==> config.mk <==
export PLATFORM = sky130hd
export DESIGN_NAME = vc_read_arbiter
export DESIGN_NICKNAME = d
export VERILOG_FILES = /design/src/rtl/vc_read_arbiter.sv
export SDC_FILE = /design/constraint.sdc
export NUM_CORES = 1
export LEC_CHECK = 0
export ABC_AREA = 1
export CAP_MARGIN = 30
export CORE_UTILIZATION = 35
export CTS_BUF_LIST = sky130_fd_sc_hd__clkbuf_16
export DETAILED_ROUTE_END_ITERATION = 6
export DONT_BUFFER_PORTS = 1
export MAX_ROUTING_LAYER = met4
export PLACE_DENSITY = 0.57
export SYNTH_ARGS = -nofsm -noshare
export SYNTH_HDL_FRONTEND = slang
export SYNTH_SLANG_ARGS = --single-unit
==> constraint.sdc <==
create_clock -name clk -period 1.45 [get_ports clk]
set_clock_uncertainty 0.1 [all_clocks]
set_input_delay 0.29 -clock clk [delete_from_list [all_inputs] [get_ports clk]]
set_output_delay 0.29 -clock clk [all_outputs]
set_load 0.05 [all_outputs]
==> src/rtl/vc_read_arbiter.sv <==
// Two-VC read arbiter: weighted VC0/VC1 grant, 2-cycle registered delivery
// pipeline, pause backpressure and a sticky error flag.
module vc_read_arbiter #(
   parameter int DATA_WIDTH = 6,
   parameter int VC0_WEIGHT = 3
) (
   input  logic                  clk,
   input  logic                  reset,
   input  logic                  empty_fifo_VC0,
   input  logic                  empty_fifo_VC1,
   input  logic                  error_VC0,
   input  logic                  error_VC1,
   input  logic [DATA_WIDTH-1:0] data_out_VC0,
   input  logic [DATA_WIDTH-1:0] data_out_VC1,
   input  logic                  pause,
   output logic                  rd_enable_VC0,
   output logic                  rd_enable_VC1,
   output logic [DATA_WIDTH-1:0] data_out,
   output logic                  valid_out,
   output logic                  vc_id_out,
   output logic                  idle_out,
   output logic                  error_out
);

   typedef enum logic [1:0] {
      IDLE   = 2'd0,
      ACTIVE = 2'd1,
      PAUSE  = 2'd2
   } state_t;

   localparam logic [3:0] STREAK_MAX = 4'(VC0_WEIGHT);

   state_t                state_reg, state_next;
   logic [3:0]            streak_reg, streak_next;
   logic                  tag_valid_reg, tag_vc_reg;
   logic                  read_ok, grant_vc0, grant_vc1;
   logic                  any_pending, all_empty;
   logic [1:0]            vc_empty;
   logic [DATA_WIDTH-1:0] vc_data [2];

   genvar gi;
   generate
      for (gi = 0; gi < 2; gi++) begin : g_vc
         assign vc_empty[gi] = (gi == 0) ? empty_fifo_VC0 : empty_fifo_VC1;
         assign vc_data[gi]  = (gi == 0) ? data_out_VC0   : data_out_VC1;
      end
   endgenerate

   assign all_empty   = &vc_empty;
   assign any_pending = ~all_empty;

   // Gating with reset keeps the strobes low even before the async clear settles.
   assign read_ok   = reset && (state_reg == ACTIVE) && !pause;
   assign grant_vc1 = read_ok && !vc_empty[1] && (vc_empty[0] || (streak_reg == STREAK_MAX));
   assign grant_vc0 = read_ok && !vc_empty[0] && !grant_vc1;

   assign rd_enable_VC0 = grant_vc0;
   assign rd_enable_VC1 = grant_vc1;
   assign idle_out      = (state_reg == IDLE);

   always_comb begin
      state_next = state_reg;
      case (state_reg)
         IDLE: begin
            if (pause)
               state_next = PAUSE;
            else if (any_pending)
               state_next = ACTIVE;
         end
         ACTIVE: begin
            if (pause)
               state_next = PAUSE;
            else if (all_empty)
               state_next = IDLE;
         end
         PAUSE: begin
            if (!pause)
               state_next = any_pending ? ACTIVE : IDLE;
         end
         default: state_next = IDLE;
      endcase
   end

   // Streak only counts VC0 wins that actually starved a waiting VC1.
   always_comb begin
      streak_next = streak_reg;
      if (empty_fifo_VC1 || grant_vc1)
         streak_next = 4'd0;
      else if (grant_vc0 && (streak_reg < STREAK_MAX))
         streak_next = streak_reg + 4'd1;
   end

   always_ff @(posedge clk or negedge reset) begin
      if (!reset) begin
         state_reg  <= IDLE;
         streak_reg <= 4'd0;
      end else begin
         state_reg  <= state_next;
         streak_reg <= streak_next;
      end
   end

   // Stage 1 tags the read while the FIFO registers its word; stage 2 forwards it.
   always_ff @(posedge clk or negedge reset) begin
      if (!reset) begin
         tag_valid_reg <= 1'b0;
         tag_vc_reg    <= 1'b0;
      end else begin
         tag_valid_reg <= grant_vc0 || grant_vc1;
         tag_vc_reg    <= grant_vc1;
      end
   end

   always_ff @(posedge clk or negedge reset) begin
      if (!reset) begin
         data_out  <= '0;
         valid_out <= 1'b0;
         vc_id_out <= 1'b0;
      end else begin
         valid_out <= tag_valid_reg;
         if (tag_valid_reg) begin
            data_out  <= vc_data[tag_vc_reg];
            vc_id_out <= tag_vc_reg;
         end
      end
   end

   always_ff @(posedge clk or negedge reset) begin
      if (!reset)
         error_out <= 1'b0;
      else if (error_VC0 || error_VC1)
         error_out <= 1'b1;
   end

endmodule

==> impl_metrics.json <==
{
  "grt_max_degree": 18,
  "fp.dieH_um": 47.89,
  "dp_slack_ns": -0.06825,
  "synth.distinct_cells": 16,
  "overflow": 0,
  "relSlewSlack": 0.4892,
  "dpl.cell_count": 118,
  "peakVddDrop_uv": 609.7,
  "clk_pin_slew_ns": 0.05,
  "worst_pin_slew_ns": 0.7637,
  "dpl.hpwl_um": 1014,
  "seq_area_frac_synth": 0.5772,
  "ys_ff_latch": 17,
  "clock_path_buffers": 2,
  "final_cell_area_um2": 999.7,
  "rsz0062_at_grt": "yes",
  "globalplace.congestion": 0.7508,
  "routedWlPerCell_um": 11.89,
  "power_leakage_nw": 0.4551,
  "netlist.area_leader.share": 0.5772,
  "hold_viol_final": 0,
  "drive_above_1_share": 0.2755,
  "grt_pass1_wl_um": 1973,
  "synthCells": 84,
  "startpoint_type": "register",
  "netlist_area_um2": 737.0,
  "htreeDepth": 1,
  "largest_reg_flops": 6,
  "cts.sinks": 17,
  "die_w_um": 47.89,
  "clock.fmax_mhz": 567.7,
  "cts-root-buf": "clkbuf_16",
  "place_area_um2": 858.3,
  "status": "complete, but fails checks",
  "area_delta_synth_final_pct": 35.65,
  "synthTopCellsByArea": "dfrtp_1 (58%), nand2_1 (11%), nor2_1 (9.2%)",
  "num_vias": 606,
  "setup_viol": 3,
  "holdCritPathClass": "input port to register",
  "fin_util": 0.5096,
  "drt_iter0_markers": 5,
  "fin_crit_ns": 1.762,
  "crit_start": "streak_reg[0]",
  "drt_pre_antenna_iters": 4,
  "min_from": "pause",
  "violations": "negative setup slack",
  "routed_wl_um": 1486,
  "timing.rr.start": "streak_reg[0]",
  "nets": 119,
  "fin_crit_sh": 1.215,
  "crit_path_max_fanout": 3,
  "grt_use_total": 0.1340,
  "cp.required_ns": 1.06,
  "slew_viol_final": 0,
  "synth_top_cell_by_area": "dfrtp_1",
  "avgSynthCellArea_um2": 8.773,
  "core_area_mm2": 0.001962,
  "cp.arrival_ns": 1.37,
  "antenna_found_initial": 0,
  "synthesis.nets": 104,
  "rows": 16,
  "drc": 0,
  "cp-end-kind": "primary output",
  "dieArea_mm2": 0.002293,
  "numCtsBuffers": 3,
  "synth_warnings": 0,
  "power_density_mw_per_mm2": 1472,
  "drtAntennaViolNets": 0,
  "cts_tree": "done",
  "worstSetupPathType": "register to primary output",
  "final_cells": 125,
  "clk_latency_ns": 0.25,
  "num_antenna_cells": 0,
  "p_total_w": 0.001471,
  "drv_cap": 0,
  "grt_pass1_vias": 511,
  "io_buffers": 0,
  "fin_ws_ns": -0.3116,
  "avgViaCountPerCell": 4.848,
  "pin_count": 31,
  "start_util": 0.3756
}
final cells by class:
type | instances | area (um^2)
well taps | 27 | 33.78
clock buffers | 3 | 75.07
repair buffers | 11 | 108.9
inverters | 10 | 37.54
flip-flops and latches | 17 | 425.4
clock inverters | 1 | 7.507
multi-input cells | 56 | 311.5
fillers | 199 | 962.2
placed cells by master (no fill, tap or decap), drive strengths merged:
master / instances
nand3: 1
clkinvlp: 1
o21ai: 1
dlygate4sd3: 1
a221oi: 1
a31oi: 6
inv: 10
ha: 1
nor2: 20
clkbuf: 3
or3: 1
nand2: 22
dfrtp: 17
buf: 10
a21oi: 3
where the power goes:
part / internal, W / total [W] / switching (W) / leakage [nW]
Clock: 0.000372 / 0.000558 / 0.000186 / 0.0371
Combinational: 0.0000621 / 0.000137 / 0.0000749 / 0.212
Sequential: 0.000533 / 0.000776 / 0.000243 / 0.206
cells by family after synthesis:
logic type                 after synthesis  synth area share
buffers and inverters                   11           0.05772
adders and majority gates                1           0.01698
AOI/OAI and AO/OA                       11           0.09508
DFF                                     17            0.5773
and+or+nand+nor                         44            0.2530
stage by stage:
stage | setup TNS, ns | hold WS [ns]
2_1_floorplan | -0.1375 | -0.1056
3_3_place_gp | -0.07204 | -0.1052
3_5_place_dp | -0.1022 | -0.1052
4_1_cts | -0.5186 | 0.005019
5_1_grt | -1.003 | 0.003000
6_report | -0.6151 | 0.005467
routing by layer:
| layer | part of all wire | up-vias | wire (um) | track usage |
|---|---|---|---|---|
| met3 | 0.095 | 2 | 141 | 0.03774 |
| li1 | - | 291 | - | - |
| met1 | 0.43 | 280 | 632 | 0.1392 |
| met2 | 0.47 | 33 | 697 | 0.2162 |
| met5 | 0 | - | 0 | - |
| met4 | 0.0094 | 0 | 14 | 0.09444 |
Yosys cell counts:
cell,count
a31oi_1,6
nor2_2,1
o21ai_1,1
nand2_2,1
buf_2,1
inv_1,10
ha_1,1
a221oi_1,1
nor2_1,18
a21oi_2,1
nand3_2,1
or3_1,1
dfrtp_1,17
nor2_4,1
a21oi_1,2
nand2_1,21
critical path, cell delays in order, from the launching register on:
cell and delay, ns:
dfrtp_1 0.37, ha_2 0.20, nand2_2 0.06, nand2_2 0.07
nand2_2 0.07, nor2_4 0.16, nor2_4 0.05, buf_12 0.14
final timing paths:
kind / to / slack [ns] / cells past startpoint
max in group asynchronous: data_out[1] / 0.31 / 1
worst min-delay path: state_reg[0] / 0.005 / 1
worst max register to register: streak_reg[3] / 0 / 8
worst max-delay path: rd_enable_VC0 / -0.31 / 7
worst min register to register: error_out / 0.36 / 1
min in group asynchronous: data_out[0] / 0.46 / 1
repair_timing:
action                                  4_1_cts  5_1_grt
hold endpoints to repair                     17        0
resized for setup                             5        4
hold buffers                                  1        0
setup buffers                                 1        2
pin swaps                                     3        3
endpoints found under the setup margin        3        3
Note: power is estimated with default switching activity, not from simulation.
